[src/rtl/shared_bus_scheduler_pkg.sv]
// Shared types and defaults for the zeus bus scheduler.
// Also holds the one-hot to index helper used by the payload mux.
package zeus_bus_pkg;

  typedef enum logic [1:0] {IDLE, ACCESS, COMPLETE} sched_state_t;

  localparam int DEF_REQUESTERS = 4;
  localparam int DEF_ADDR_W     = 24;
  localparam int DEF_DATA_W     = 8;
  localparam int DEF_TIMEOUT    = 255;
  localparam int DEF_MAX_HOLD   = 16;
  localparam int MAX_REQ        = 32;

  function automatic int onehot_to_idx(input logic [MAX_REQ-1:0] oh);
    int idx;
    idx = 0;
    for (int i = 0; i < MAX_REQ; i++)
      if (oh[i]) idx = i;
    return idx;
  endfunction

endpackage

[src/rtl/shared_bus_scheduler_if.sv]
// Request side and downstream side of the shared bus scheduler.
// slave = scheduler view, master = requesters plus downstream target.
interface shared_bus_scheduler_if #(
  parameter int REQUESTERS = zeus_bus_pkg::DEF_REQUESTERS,
  parameter int ADDR_W     = zeus_bus_pkg::DEF_ADDR_W,
  parameter int DATA_W     = zeus_bus_pkg::DEF_DATA_W
);
  logic [REQUESTERS-1:0]        req_i;
  logic [REQUESTERS-1:0]        lock_i;
  logic [REQUESTERS-1:0]        we_i;
  logic [REQUESTERS*ADDR_W-1:0] addr_i;
  logic [REQUESTERS*DATA_W-1:0] wdata_i;
  logic [REQUESTERS-1:0]        ack_o;
  logic [REQUESTERS-1:0]        err_o;
  logic [DATA_W-1:0]            rdata_o;
  logic [REQUESTERS-1:0]        owner_o;
  logic                         bus_cyc_o;
  logic                         bus_we_o;
  logic [ADDR_W-1:0]            bus_addr_o;
  logic [DATA_W-1:0]            bus_wdata_o;
  logic [DATA_W-1:0]            bus_rdata_i;
  logic                         bus_ack_i;

  modport slave (
    input  req_i, lock_i, we_i, addr_i, wdata_i, bus_rdata_i, bus_ack_i,
    output ack_o, err_o, rdata_o, owner_o, bus_cyc_o, bus_we_o, bus_addr_o, bus_wdata_o
  );

  modport master (
    output req_i, lock_i, we_i, addr_i, wdata_i, bus_rdata_i, bus_ack_i,
    input  ack_o, err_o, rdata_o, owner_o, bus_cyc_o, bus_we_o, bus_addr_o, bus_wdata_o
  );
endinterface

[src/rtl/shared_bus_scheduler_lowest_set_select.sv]
// Isolates the lowest set bit of a vector (highest fixed priority).
module lowest_set_select #(
  parameter int WIDTH = 4
) (
  input  logic [WIDTH-1:0] in_i,
  output logic [WIDTH-1:0] out_o
);
  assign out_o = in_i & (-in_i);
endmodule

[src/rtl/shared_bus_scheduler.sv]
// Fixed-priority scheduler sharing one downstream bus between REQUESTERS masters,
// with bounded lock hold and an ACCESS timeout.
module shared_bus_scheduler
  import zeus_bus_pkg::*;
#(
  parameter int REQUESTERS = DEF_REQUESTERS,
  parameter int ADDR_W     = DEF_ADDR_W,
  parameter int DATA_W     = DEF_DATA_W,
  parameter int TIMEOUT    = DEF_TIMEOUT,
  parameter int MAX_HOLD   = DEF_MAX_HOLD
) (
  input  logic                  clk_i,
  input  logic                  reset_i,
  shared_bus_scheduler_if.slave bus
);
  localparam int TMR_W  = $clog2(TIMEOUT + 1);
  localparam int HOLD_W = $clog2(MAX_HOLD + 1);
  localparam int SEL_W  = $clog2(REQUESTERS);
  localparam logic [TMR_W-1:0]  TMR_LAST = TMR_W'(TIMEOUT - 1);
  localparam logic [HOLD_W-1:0] HOLD_MAX = HOLD_W'(MAX_HOLD);

  sched_state_t            state_q, state_d;
  logic [REQUESTERS-1:0]   owner_q, owner_d;
  logic [REQUESTERS-1:0]   last_q, last_d;
  logic [REQUESTERS-1:0]   ack_q, ack_d;
  logic [REQUESTERS-1:0]   err_q, err_d;
  logic [DATA_W-1:0]       rdata_q, rdata_d;
  logic [TMR_W-1:0]        timer_q, timer_d;
  logic [HOLD_W-1:0]       hold_q, hold_d;
  logic                    lock_q, lock_d;

  logic [REQUESTERS-1:0]   pick;
  logic                    keep;
  logic [SEL_W-1:0]        sel;
  logic [ADDR_W-1:0]       addr_arr  [REQUESTERS];
  logic [DATA_W-1:0]       wdata_arr [REQUESTERS];

  lowest_set_select #(.WIDTH(REQUESTERS)) u_pick (.in_i(bus.req_i), .out_o(pick));

  for (genvar g = 0; g < REQUESTERS; g++) begin : g_unpack
    assign addr_arr[g]  = bus.addr_i[g*ADDR_W +: ADDR_W];
    assign wdata_arr[g] = bus.wdata_i[g*DATA_W +: DATA_W];
  end

  // last_q remembers the previous owner even though owner_o drops to 0 in IDLE
  assign keep = lock_q && (|(bus.req_i & bus.lock_i & last_q)) && (hold_q < HOLD_MAX);

  always_comb begin
    sel = SEL_W'(onehot_to_idx(MAX_REQ'(owner_q)));
  end

  always_comb begin
    state_d = state_q;
    owner_d = owner_q;
    last_d  = last_q;
    ack_d   = '0;
    err_d   = '0;
    rdata_d = rdata_q;
    timer_d = timer_q;
    hold_d  = hold_q;
    lock_d  = lock_q;
    unique case (state_q)
      IDLE: begin
        if (|bus.req_i) begin
          state_d = ACCESS;
          timer_d = '0;
          if (keep) begin
            owner_d = last_q;
            last_d  = last_q;
            hold_d  = hold_q + 1'b1;
          end else begin
            owner_d = pick;
            last_d  = pick;
            hold_d  = HOLD_W'(1);
            lock_d  = 1'b0;
          end
        end
      end
      ACCESS: begin
        // ack has precedence over a timeout landing in the same cycle
        if (bus.bus_ack_i) begin
          state_d = COMPLETE;
          ack_d   = owner_q;
          if (!bus.we_i[sel]) rdata_d = bus.bus_rdata_i;
        end else if (timer_q == TMR_LAST) begin
          state_d = COMPLETE;
          err_d   = owner_q;
        end else begin
          timer_d = timer_q + 1'b1;
        end
      end
      COMPLETE: begin
        state_d = IDLE;
        owner_d = '0;
        lock_d  = (|(bus.lock_i & owner_q)) && !(|err_q);
      end
      default: state_d = IDLE;
    endcase
  end

  always_ff @(posedge clk_i) begin
    if (reset_i) begin
      state_q <= IDLE;
      owner_q <= '0;
      last_q  <= '0;
      ack_q   <= '0;
      err_q   <= '0;
      rdata_q <= '0;
      timer_q <= '0;
      hold_q  <= '0;
      lock_q  <= 1'b0;
    end else begin
      state_q <= state_d;
      owner_q <= owner_d;
      last_q  <= last_d;
      ack_q   <= ack_d;
      err_q   <= err_d;
      rdata_q <= rdata_d;
      timer_q <= timer_d;
      hold_q  <= hold_d;
      lock_q  <= lock_d;
    end
  end

  assign bus.bus_cyc_o   = (state_q == ACCESS);
  assign bus.bus_we_o    = bus.bus_cyc_o & bus.we_i[sel];
  assign bus.bus_addr_o  = bus.bus_cyc_o ? addr_arr[sel]  : '0;
  assign bus.bus_wdata_o = bus.bus_cyc_o ? wdata_arr[sel] : '0;
  assign bus.ack_o       = ack_q;
  assign bus.err_o       = err_q;
  assign bus.rdata_o     = rdata_q;
  assign bus.owner_o     = owner_q;

endmodule
[src/flat_wrapper.sv]
// flat-port wrapper written by rule: the top's interface ports become plain ports
module shared_bus_scheduler_flat import zeus_bus_pkg::*;
#(
  parameter int REQUESTERS = DEF_REQUESTERS,
  parameter int ADDR_W     = DEF_ADDR_W,
  parameter int DATA_W     = DEF_DATA_W,
  parameter int TIMEOUT    = DEF_TIMEOUT,
  parameter int MAX_HOLD   = DEF_MAX_HOLD
)
  (clk_i, reset_i, bus_req_i, bus_lock_i, bus_we_i, bus_addr_i, bus_wdata_i, bus_bus_rdata_i, bus_bus_ack_i, bus_ack_o, bus_err_o, bus_rdata_o, bus_owner_o, bus_bus_cyc_o, bus_bus_we_o, bus_bus_addr_o, bus_bus_wdata_o);
  shared_bus_scheduler_if #(.REQUESTERS(REQUESTERS), .ADDR_W(ADDR_W), .DATA_W(DATA_W)) bus_i ();
  input  logic clk_i;
  input  logic reset_i;
  input wire logic [$bits(bus_i.req_i)-1:0] bus_req_i;
  input wire logic [$bits(bus_i.lock_i)-1:0] bus_lock_i;
  input wire logic [$bits(bus_i.we_i)-1:0] bus_we_i;
  input wire logic [$bits(bus_i.addr_i)-1:0] bus_addr_i;
  input wire logic [$bits(bus_i.wdata_i)-1:0] bus_wdata_i;
  input wire logic [$bits(bus_i.bus_rdata_i)-1:0] bus_bus_rdata_i;
  input wire logic [$bits(bus_i.bus_ack_i)-1:0] bus_bus_ack_i;
  output wire logic [$bits(bus_i.ack_o)-1:0] bus_ack_o;
  output wire logic [$bits(bus_i.err_o)-1:0] bus_err_o;
  output wire logic [$bits(bus_i.rdata_o)-1:0] bus_rdata_o;
  output wire logic [$bits(bus_i.owner_o)-1:0] bus_owner_o;
  output wire logic [$bits(bus_i.bus_cyc_o)-1:0] bus_bus_cyc_o;
  output wire logic [$bits(bus_i.bus_we_o)-1:0] bus_bus_we_o;
  output wire logic [$bits(bus_i.bus_addr_o)-1:0] bus_bus_addr_o;
  output wire logic [$bits(bus_i.bus_wdata_o)-1:0] bus_bus_wdata_o;
  assign bus_i.req_i = bus_req_i;
  assign bus_i.lock_i = bus_lock_i;
  assign bus_i.we_i = bus_we_i;
  assign bus_i.addr_i = bus_addr_i;
  assign bus_i.wdata_i = bus_wdata_i;
  assign bus_i.bus_rdata_i = bus_bus_rdata_i;
  assign bus_i.bus_ack_i = bus_bus_ack_i;
  assign bus_ack_o = bus_i.ack_o;
  assign bus_err_o = bus_i.err_o;
  assign bus_rdata_o = bus_i.rdata_o;
  assign bus_owner_o = bus_i.owner_o;
  assign bus_bus_cyc_o = bus_i.bus_cyc_o;
  assign bus_bus_we_o = bus_i.bus_we_o;
  assign bus_bus_addr_o = bus_i.bus_addr_o;
  assign bus_bus_wdata_o = bus_i.bus_wdata_o;
  shared_bus_scheduler #(.REQUESTERS(REQUESTERS), .ADDR_W(ADDR_W), .DATA_W(DATA_W), .TIMEOUT(TIMEOUT), .MAX_HOLD(MAX_HOLD)) u_core (.clk_i(clk_i), .reset_i(reset_i), .bus(bus_i));
endmodule
[config.mk]
export PLATFORM = sky130hd
export DESIGN_NAME = shared_bus_scheduler_flat
export DESIGN_NICKNAME = d
export VERILOG_FILES = /design/src/rtl/shared_bus_scheduler_pkg.sv /design/src/rtl/shared_bus_scheduler_if.sv /design/src/rtl/shared_bus_scheduler_lowest_set_select.sv /design/src/rtl/shared_bus_scheduler.sv /design/src/flat_wrapper.sv
export SDC_FILE = /design/constraint.sdc
export NUM_CORES = 1
export LEC_CHECK = 0
export ABC_AREA = 0
export CAP_MARGIN = 20
export CORE_UTILIZATION = 35
export DETAILED_ROUTE_END_ITERATION = 7
export PLACE_DENSITY = 0.8
export SLEW_MARGIN = 20
export SYNTH_ARGS = -nofsm -noshare
export SYNTH_HDL_FRONTEND = slang
export SYNTH_SLANG_ARGS = --single-unit
[constraint.sdc]
create_clock -name clk_i -period 2.5 [get_ports clk_i]
set_input_delay 0.5 -clock clk_i [delete_from_list [all_inputs] [get_ports clk_i]]
set_output_delay 0.5 -clock clk_i [all_outputs]
set_load 0.01 [all_outputs]
=== After elaboration in Yosys (flattened, before gate mapping) ===
Cells that the tools add are included.

* Multiplexer cells: 28
* Add/sub/neg operators: 3
* Reductions and logical operators: 19
* Bitwise gates (word level): 10
* Order comparisons: 3
* Equality and inequality tests: 8

{| class="wikitable"
|+ Operator list
! cell !! number
|-
| $mux W24 || 3
|-
| $bmux W24 S2 || 1
|-
| $mux W8 || 6
|-
| $reduce_or A4 Y1 || 5
|-
| $and A4 B4 Y4 || 4
|-
| $bmux W8 S2 || 1
|-
| $pmux W8 S2 || 1
|-
| $mux W2 || 5
|-
| $add A8 B1 Y8 const B || 1
|-
| $eq A8 B8 Y1 const B || 1
|-
| $mux W4 || 2
|-
| $pmux W4 S2 || 1
|-
| $ne A2 B2 Y1 const B || 3
|-
| $reduce_and A2 Y1 || 3
|-
| $reduce_and A3 Y1 || 2
|-
| $add A5 B1 Y5 const B || 1
|-
| $lt A5 B5 Y1 const B || 1
|-
| $mux W5 || 1
|-
| $mux W1 || 4
|-
| $neg A4 Y4 || 1
|-
| $not A1 Y1 || 4
|-
| $pmux W2 S2 || 1
|-
| $reduce_and A4 Y1 || 1
|-
| $reduce_bool A2 Y1 || 2
|-
| 14 further kinds || 16
|}

* Output and inout bits: 54
* Bits in registers: 40
* Logic and storage cells: 80

=== Depth between registers and ports, before layout ===
* Word-level depth: 8
* Depth in mapped cells: 8
* Gate-level depth less buffers: 7

=== Hierarchy ===
A second synthesis with hierarchy kept.

* Cells, all modules: 370
* Area total of the unflattened synthesis: 2,886.5 µm²

{| class="wikitable"
|+ By module, submodules not included
! module !! cells an instance !! seq. area each (µm²) !! area each (µm²) !! instances
|-
| shared_bus_scheduler || 366 || 800.8 || 2,847.7 || 1
|-
| lowest_set_select || 4 || 0.0 || 38.8 || 1
|}

=== Least setup slack after synthesis ===
Ideal clock, no wire load.

* Kind: register to output
* From: reg u_core.owner_q[1], in the netlist u_core.bus.owner_o[1]
* To: out bus_bus_addr_o[10]
* Required time: 2.000 ns
* Cell stages (with the launch flop): 7
* Path slack: 0.477 ns
* Arrival time: 1.523 ns
* Path through: dfxtp_1 > buf_6 > buf_1 > mux2i_1 > o21ai_0 > mux2i_1 > nor2_1

* Cells in the longest elaborated chain, start to end: 8

{| class="wikitable"
|+ Ends and longest elaborated chain
! item !! line !! source
|-
| start: declaration || shared_bus_scheduler.sv:23 || <nowiki>logic [REQUESTERS-1:0] owner_q, owner_d;</nowiki>
|-
| start signal: assignment || shared_bus_scheduler.sv:114 || <nowiki>owner_q <= owner_d;</nowiki>
|-
| $mux W1 || shared_bus_scheduler_pkg.sv:18 || <nowiki>if (oh[i]) idx = i;</nowiki>
|-
| $mux W2 (2 in series) || shared_bus_scheduler_pkg.sv:18 ||
|-
| $not A2 Y3 (implied by the code) || shared_bus_scheduler.sv:127 || <nowiki>assign bus.bus_addr_o = bus.bus_cyc_o ? addr_arr[sel] : '0;</nowiki>
|-
| $bmux W24 S2 || shared_bus_scheduler.sv:127 ||
|-
| $mux W24 (implied by the code) (2 in series) || shared_bus_scheduler.sv:127 ||
|-
| $mux W24 || shared_bus_scheduler.sv:127 ||
|-
| end: declaration || flat_wrapper.sv:27 || <nowiki>output wire logic [$bits(bus_i.bus_addr_o)-1:0] bus_bus_addr_o;</nowiki>
|}

No other way between the ends. The select of a mux whose other input is x is not followed.

=== Final worst setup path ===
* From: in bus_wdata_i[5]
* To: out bus_bus_wdata_o[5]

* Cells in the longest elaborated chain, start to end: 4

{| class="wikitable"
|+ Ends and longest elaborated chain
! item !! line !! source
|-
| start: declaration || flat_wrapper.sv:18 || <nowiki>input wire logic [$bits(bus_i.wdata_i)-1:0] bus_wdata_i;</nowiki>
|-
| $bmux W8 S2 || shared_bus_scheduler.sv:128 || <nowiki>assign bus.bus_wdata_o = bus.bus_cyc_o ? wdata_arr[sel] : '0;</nowiki>
|-
| $mux W8 (implied by the code) (2 in series) || shared_bus_scheduler.sv:128 ||
|-
| $mux W8 || shared_bus_scheduler.sv:128 ||
|-
| end: declaration || flat_wrapper.sv:28 || <nowiki>output wire logic [$bits(bus_i.bus_wdata_o)-1:0] bus_bus_wdata_o;</nowiki>
|}

No other way between the ends. The select of a mux whose other input is x is not followed.

==> results.md <==
- Run status: finished, final reports clean
- Required @ worst endpoint: 2.00 ns
- Fmax: around 410 MHz
- Synth Flop Type: dfxtp_1
- DRT antenna net count: 0
- WHS Endpoint: u_core.hold_q[4]
- Mean Syn Cell Area: 7.73 um2
- RR Startpoint: u_core.timer_q[0]
- First-pass GRT wire length: between 15000 and 20000 um
- Hold wc startpoint: u_core.hold_q[4]
- Initial DRC count: roughly 110
- Antenna violations before repair: 0
- Unrepaired setup endpoints after global routing: no
- Htree depth: 2
- Post-synth top area share: approximately 28%
- Final setup vio count: 0
- Async S/R FF share, synth: 0%
- Max Slew Vio Count: 0
- Crit path capture type: output port
- DRC: 0
- Die height: around 93 um
- Setup TNS: 0 ns
- Worst-margin pin slew: 0.568 ns
- Critical path's slowest cell: clkdlybuf4s50_1
- Core area: 0.00785 mm2
- Sequential fraction of the synthesis area: between 20% and 30%
- R2R cell count: 7
- CP Class: in2out
- Largest net degree at the start of global routing: 44
- Post-Synthesis Cell Area: between 0.002 and 0.003 mm2
- Fin cells: ~700
- Post-synth EDFFs: 0
- HPWL Detailed: a little under 9000 um
- Worst VDD drop: between 0.3 and 0.4 mV
- Worst-path cell chain: clkdlybuf4s50_1 > mux2i_1 > o21ai_0 > mux2i_1 > nor2_1 > clkdlybuf4s50_1
- P&R area growth vs syn: 84.6%
- Reg2Reg Setup Slack: roughly 0.42 ns
- Leak: ~2.1 nW
- CP top delay family: buffers and inverters
- Via count: between 3000 and 4000
- Number of core rows: 32
- Drt total wl: 11100 um
- Synthesized flop and latch total: 40
- Vias in the first global route: roughly 3300
- Worst Clk Skew: 0.00798 ns
- GPL Wtd Cong: around 0.9
- Total CTS buffers: 5
- Remaining global-route overflow: 0
- Avg Vias per Cell: about 5.1
- Max_cap viols: 0
- Power per cell area: around 340 mW/mm2
- # diodes: 0
- Post-synth cell types: between 40 and 50
- Ys Warns: 0
- Placed cell count: 670
- CTS tree: done
- Net Count, Synth: 526
- Die Wd: about 90 um
- Max incr delay on CP: roughly 0.54 ns
- CTS clk-pin slew, worst paths: around 0.070 ns
- Fin. Hold Viols: 0
- Clock buffer depth: 2
- Ports: 205
- Crit path max fanout: 1
- Final setup margin: ~0.062 ns
- Top post-synthesis cells by count: mux2i_1, nor2_1, nand2_1, dfxtp_1, o21ai_0
- Final #Nets: approximately 730
- # clock sinks: 40
- Hold Path Cell Cnt: 2
- GRT Overall Usage: between 20% and 30%
- Routed wire per std cell: 16.3 um
- HP Class: reg2reg
- Most common cell in the netlist: mux2i_1
- Area leader, netlist: dfxtp_1
- Relative slew slack: between 60% and 70%
- Die area: ~0.0086 mm2
- Final Critical Period: 2.44 ns
- CP startpoint kind: primary input
- Post-synthesis cell count: between 300 and 400
- Buffers on Ports: 204
- Layout cell share with drive strength beyond 1: 6.56%
- Clock latency on the worst-skew pair: 0.30 ns
- Root Buffer: clkbuf_8
- Tcrit/Tclk final: around 100%
- Initial core utilization: 36.6%
- Worst path arrival time: 1.94 ns
- WP buf/inv: 2
- Setup Slack @ Placement: -0.0230 ns
- Number of detailed-route iterations in the first pass: 4
- Area contributors post-synth: dfxtp_1, mux2i_1, nor2_1
- Reg2reg end: u_core.timer_q[3]
[tightest hold or removal path, stage by stage (launching register included)]
cell     delay (ns)
dfxtp_1        0.32
nand2_1        0.06
a21oi_1        0.05
[what timing repair did]
item	in CTS	in global routing
gates resized for setup	5	22
endpoints found under the setup margin	24	19
pin swaps	0	1
hold buffers	0	0
buffers inserted	3	0
endpoints found under the hold margin	0	0
[logic make-up after synthesis]
group	Yosys count	share of synthesized area, %
buffers and inverters	30	4.57
AND/OR/NAND/NOR	160	26.5
AO/OA/AOI/OAI	61	12.8
adder cells (fa/ha/maj)	3	1.31
multiplexers	73	25.4
flip-flops	40	27.9
XOR/XNOR	5	1.52
[layout make-up]
type	instances	area, um2
repair buffers	224	2310
flip-flops and latches	40	810
clock buffers	8	90.1
fillers	637	2540
multi-input cells	302	1950
inverters	5	18.8
well taps	102	128
[worst max path at each step]
stage          cells past startpoint                 end                  start  slack (ns)
4_1_cts                            6   bus_bus_addr_o[2]         bus_addr_i[26]     0.00004
3_3_place_gp                       6        bus_bus_we_o            bus_we_i[1]       -0.03
3_5_place_dp                       6        bus_bus_we_o            bus_we_i[1]       -0.02
2_1_floorplan                      6  bus_bus_addr_o[10]  u_core.bus.owner_o[1]        0.48
5_1_grt                            6   bus_bus_addr_o[7]          bus_addr_i[7]       0.002
6_report                           6  bus_bus_wdata_o[5]         bus_wdata_i[5]        0.06
[per-stage QoR]
stage | hold slack (ns) | power, W | util, % | area [um2]
3_3_place_gp | 0.456 | 0.00137 | 65.3 | 5120
6_report | 0.474 | 0.00180 | 67.6 | 5310
3_5_place_dp | 0.470 | 0.00138 | 65.3 | 5120
5_1_grt | 0.508 | 0.00190 | 67.6 | 5310
4_1_cts | 0.481 | 0.00182 | 67.0 | 5260
2_1_floorplan | 0.442 | 0.000946 | - | 2870
[layout by cell type, fill, tap and decap left out, drive strengths merged, types with 2 or more instances in the layout]
cell | Yosys | routed
clkdlybuf4s50 | 0 | 184
mux2i | 73 | 73
nor2 | 54 | 54
nand2 | 45 | 45
o21ai | 40 | 40
dfxtp | 40 | 40
buf | 12 | 20
nand3 | 18 | 18
dlymetal6s2s | 0 | 18
and2 | 8 | 8
clkbuf | 13 | 8
a21oi | 7 | 7
inv | 5 | 5
nand2b | 5 | 5
xnor2 | 5 | 5
nor3 | 4 | 4
nor4 | 3 | 3
nand4 | 3 | 3
or4 | 3 | 3
a31oi | 3 | 3
ha | 3 | 3
or2 | 3 | 3
nor2b | 2 | 2
nand4b | 2 | 2
o21bai | 2 | 2
and3 | 2 | 2
a221oi | 2 | 2
dlygate4sd2 | 0 | 2
a211oi | 2 | 2
and4 | 2 | 2
or4b | 2 | 2
[flip-flops by register name, indices dropped and copies added, names as in the netlist]
name	count
u_core.last_q	4
u_core.state_q	2
u_core.hold_q	5
u_core.lock_q	1
u_core.bus.owner_o	4
u_core.bus.ack_o	4
u_core.bus.err_o	4
u_core.bus.rdata_o	8
u_core.timer_q	8
[layer usage]
metal	GRT usage, %	share of wire [%]
met2	44.0	49
met5	0	0
met1	30.2	40
met4	5.38	1.7
met3	7.22	8.8
[power breakdown]
part / switching, W / internal (W)
Sequential: 0.0000194 / 0.000654
Clock: 0.000216 / 0.000225
Combinational: 0.000264 / 0.000427
Total: 0.000499 / 0.00131
(Power assumes the default switching activity.)
==> edit 1 (config.mk and constraints unchanged) <==
Encoding of `sched_state_t`: now one-hot (3 bits for 3 states).
--- a/src/rtl/shared_bus_scheduler_pkg.sv
+++ b/src/rtl/shared_bus_scheduler_pkg.sv
@@ -2,7 +2,7 @@
 // Also holds the one-hot to index helper used by the payload mux.
 package zeus_bus_pkg;
 
-  typedef enum logic [1:0] {IDLE, ACCESS, COMPLETE} sched_state_t;
+  typedef enum logic [2:0] {IDLE = 3'b001, ACCESS = 3'b010, COMPLETE = 3'b100} sched_state_t;
 
   localparam int DEF_REQUESTERS = 4;
   localparam int DEF_ADDR_W     = 24;
Behaviour: same outputs for any inputs over 10 cycles, from zero or initial values and one cycle with reset_i high; not proved beyond that.
==> edit 1 against the unedited design <==
Cell area grew 0.92%. Clock skew shrank 0.0024 ns. Sequential power grew 7.4%. Core utilization grew 0.62 points. Sequential cell count grew 1. Count of clock-buffer cells in the layout shrank 3. Area after synthesis grew 0.30%. Global-route usage shrank 0.13 points. Power grew 26%. Wire length grew 3.7%. Worst setup slack lost 0.040 ns. Critical path type unchanged. Critical endpoint is now bus_bus_addr_o[9]. Largest cell class unchanged. Largest power group unchanged.
==> edit 1: results (changes against the unedited design) <==
** Run status
- Result of the run :: finished, final reports clean

** GRT
- Wire length of the first global-routing pass :: 16.88 mm (-0.37%)
- Global-route track usage on met2 :: 43.89% (-0.12 points)
- Pin count of the biggest net entering global routing :: 33 (-25%)
- The total routing resource utilization after global routing came to 24.94% (-0.13 points).
- The via count of the first global-routing pass was 3396 (+1.5%).
- The global-route track usage on met1 was 28.77% (-1.4 points).
- The met3 layer usage reported by global route was 7.964% (+0.74 points).

** Placement
- The estimated wirelength of the detail-placed design was 8.747 mm (-1.2%).
- GP Congestion :: 0.8327 (-5.9%)
- Cell area reported after detailed placement :: 5117 um2 (-0.15%)

** Critical path
- Launching element of the worst setup path :: bus_addr_i[33]
- Critical path capture point :: bus_bus_addr_o[9]
- The worst endpoint data arrival time is 1.98 ns (+0.04 ns).
- The number of cell instances on the worst register-to-register path is 8 (+1).
- Capturing point of the worst reg2reg path :: u_core.timer_q[2]$_SDFFE_PP0P_
- Reg-to-reg slack, setup :: 0.63 ns (+0.21 ns)

** Drt
- The via count normalized by instance count was 5.136 (+1.4%).
- The total iterations of the first detailed-routing run came to 5 (+1).
- The total length of routed met2 wires is 5.706 mm (+4.4%).
- Wire length on met3 :: 993 um (+2.0%)
- Average wire per standard cell :: 16.84 um (+3.2%)
- The starting DRC count in detailed routing was 115 (+2.7%).

** Clock tree
- The number of post-CTS setup repair buffers was 1 (-2).
- The number of instances resized during post-cts repair was 3 (-2).

** STA
- The final hold slack is 0.4786 ns (+0.004198 ns).
- The post-layout worst setup margin was 0.02284 ns (-0.03955 ns).
- The final clock skew came to 0.005565 ns (-0.002412 ns).

** Synth
- The fraction of the yosys area taken by sequential cells came to 28.47% (+0.61 points).
- The multiplexer fraction of the synthesized cell area came to 27.13% (+1.7 points).
- The commonest cells after synthesis are 77 x sky130_fd_sc_hd__mux2i_1, 58 x sky130_fd_sc_hd__nor2_1, 41 x sky130_fd_sc_hd__dfxtp_1.
- In the post-synthesis netlist, the biggest area contributors are sky130_fd_sc_hd__dfxtp_1 28%, sky130_fd_sc_hd__mux2i_1 27%, sky130_fd_sc_hd__nor2_1 7.6%.
- Fraction of the mapped netlist area in adder cells :: 1.302% (-0.0040 points)
- The compound-cell area share of the yosys netlist came to 13.19% (+0.35 points).
- The post-synth net total was 529 (+0.57%).
- The post-synthesis cell type count came to 40 (-9.1%).

** Min path
- Hold Path Origin :: u_core.hold_q[1]$_SDFFE_PP0P_
- The path with the worst hold slack has its endpoint at u_core.hold_q[1]$_SDFFE_PP0P_.

** Cells and area
- Final net count :: 735 (+0.41%)
- Fraction of layout instances using a drive strength above 1 :: 7.216% (+0.65 points)
- Final Instance Count excl. Fillers :: 684 (+0.44%)

** Pwr
- The worst ir drop on vdd came to 0.2569 mV (-19%).
[edit 1: cell types whose count changed after synthesis, sizes merged, moves of 4 or more]
cell    unedited run  this run
nor2              54        58
clkbuf            13        19
mux2i             73        77
nor3b              0         4
nand2             45        39
[edit 1: area by class of cell]
class                   count  area (um2)  share of cell area [%]
inverters                   4       15.01                  0.2804
multi-input cells         300        1928                   36.00
flip-flops and latches     41       829.5                   15.49
repair buffers            229        2340                   43.69
well taps                 102       127.6                   2.383
clock inverters             3       46.29                  0.8645
clock buffers               5       68.82                   1.285
[edit 1: worst reg2reg max path, delay by kind of cell, from the launching register on]
kind	cells	cell delay (ns)
buffers and inverters	2	0.35
AOI/OAI and AO/OA	1	0.56
xor gates and xnor gates	1	0.12
adders and majority gates	1	0.16
and+or+nand+nor	3	0.22
DFF	1	0.33
==> edit 2 (same flow settings) <==
Without the edit above. Set the package constant `DEF_DATA_W` to 7 (it was 8).
--- a/src/rtl/shared_bus_scheduler_pkg.sv
+++ b/src/rtl/shared_bus_scheduler_pkg.sv
@@ -6,7 +6,7 @@
 
   localparam int DEF_REQUESTERS = 4;
   localparam int DEF_ADDR_W     = 24;
-  localparam int DEF_DATA_W     = 8;
+  localparam int DEF_DATA_W     = 7;
   localparam int DEF_TIMEOUT    = 255;
   localparam int DEF_MAX_HOLD   = 16;
   localparam int MAX_REQ        = 32;
Ports: changed (resized bus_bus_rdata_i, bus_bus_wdata_o, bus_rdata_o and bus_wdata_i); port bits go from 205 to 198. The function was not compared with the original's and may differ.
==> edit 2 against the unedited design <==
Count of clock-buffer cells in the layout is 2 lower. Worst setup slack about the same. Wire length fell by 8.8%. Area after synthesis decreased by 3.6%. Cell area is 3.8% lower. Global-route usage is 1.3 points lower. Clock power down 4%. Power shrank 3.4%. Sequential cell count is 1 lower. Critical path type unchanged.
==> edit 2: results (changes against the unedited design) <==
** Run status
- The run finished with clean final reports.

** Critical path
- Capturing point of the worst reg2reg path :: u_core.timer_q[5]$_SDFFE_PP0P_
- Launching element of the worst setup path :: bus_addr_i[32]
- Critical path capture point :: bus_bus_addr_o[8]
- The minimum setup slack among reg-to-reg paths was 0.55 ns (+0.13 ns).

** Synth
- Largest cells by area after synthesis :: sky130_fd_sc_hd__dfxtp_1 28%, sky130_fd_sc_hd__mux2i_1 26%, sky130_fd_sc_hd__nor2_1 7.3%
- The post-synthesis cell type count is 38 (-14%).
- The post-synth net total is 508 (-3.4%).

** Cells and area
- Clock buffer count :: 6 (-2)
- Number of multi-input combinational cells :: 288 (-4.6%)
- The final-layout non-clock buffer area share came to 43.27% (-0.26 points).
- Area Overhead vs Synth :: 84.15%
- Fill cell instance count of the final layout :: 642 (+0.78%)

** Drt
- The total length of routed met2 wires is 5.626 mm (+2.9%).
- The average detailed-routed wire length per instance came to 15.50 um (-5.0%).
- Vias :: 3287 (-4.8%)
- The post-route met1 wirelength came to 3.850 mm (-14%).

** GRT
- Wire length of the first global-routing pass :: 15.86 mm (-6.4%)
- Global-route track usage on met2 :: 47.41% (+3.4 points)
- Via count of the first global-routing pass :: 3292 (-1.6%)

** Placement
- Port bufs :: 197 (-3.4%)
- GP Congestion :: 0.8590 (-3.0%)
- The estimated wirelength of the detail-placed design is 8.154 mm (-7.9%).

** Clock tree
- Count of clock tree sinks :: 39 (-2.5%)
- Buffers inserted by post-CTS timing repair :: 0 (-3)

** Min path
- The path with the worst hold slack has its endpoint at u_core.hold_q[1]$_SDFFE_PP0P_.
- In this run the most critical hold path is launched from u_core.hold_q[1]$_SDFFE_PP0P_.

** Pwr
- The worst ir drop on vdd was 0.2003 mV (-37%).
edit 2: cell count changes after synthesis, sizes merged, moves of 4 or more:
| cell | before | now |
|---|---|---|
| clkbuf | 13 | 17 |
| a21oi | 7 | 16 |
| nand3 | 18 | 11 |
| nand2 | 45 | 39 |
edit 2: repair_timing:
action                     in CTS  in global routing
resized for setup               3                 23
setup endpoints to repair       2                 24
hold endpoints to repair        0                  0
cloned                          0                  1
pin swaps                       1                  0
edit 2: power by group:
group	internal (mW)	leakage [nW]	switching (mW)
sequential	0.638	0.318	0.0233
clock	0.216	0.0470	0.207
combinational	0.404	1.57	0.255
total	1.26	1.94	0.486
edit 2: stage by stage:
stage	utilization [%]	power, mW	std cells	worst slack [ns]	hold WS [ns]
6_report	66.39	1.743	654	0.06259	0.4781
5_1_grt	66.39	1.832	654	0.007420	0.5048
4_1_cts	65.45	1.754	653	0.02797	0.4826
3_5_place_dp	64.26	1.332	646	-0.2926	0.4725
3_3_place_gp	64.26	1.320	646	-0.2712	0.4589
2_1_floorplan	-	0.9157	359	0.5759	0.4492
edit 2: critical path, cell delays in order:
cell and delay, ns:
sky130_fd_sc_hd__clkdlybuf4s50_1 0.45, sky130_fd_sc_hd__mux2i_1 0.06, sky130_fd_sc_hd__o21ai_1 0.18, sky130_fd_sc_hd__mux2i_1 0.09
sky130_fd_sc_hd__nor2_1 0.11, sky130_fd_sc_hd__clkdlybuf4s50_1 0.54
edit 2: cells by family after synthesis:
kind of cell	after synthesis	share of synthesized area (%)
fa+ha+maj	3	1.355
xor+xnor	7	2.212
mux	71	25.64
compound gates	73	15.89
buf+inv	32	4.876
flops	39	28.17
simple gates	134	21.85
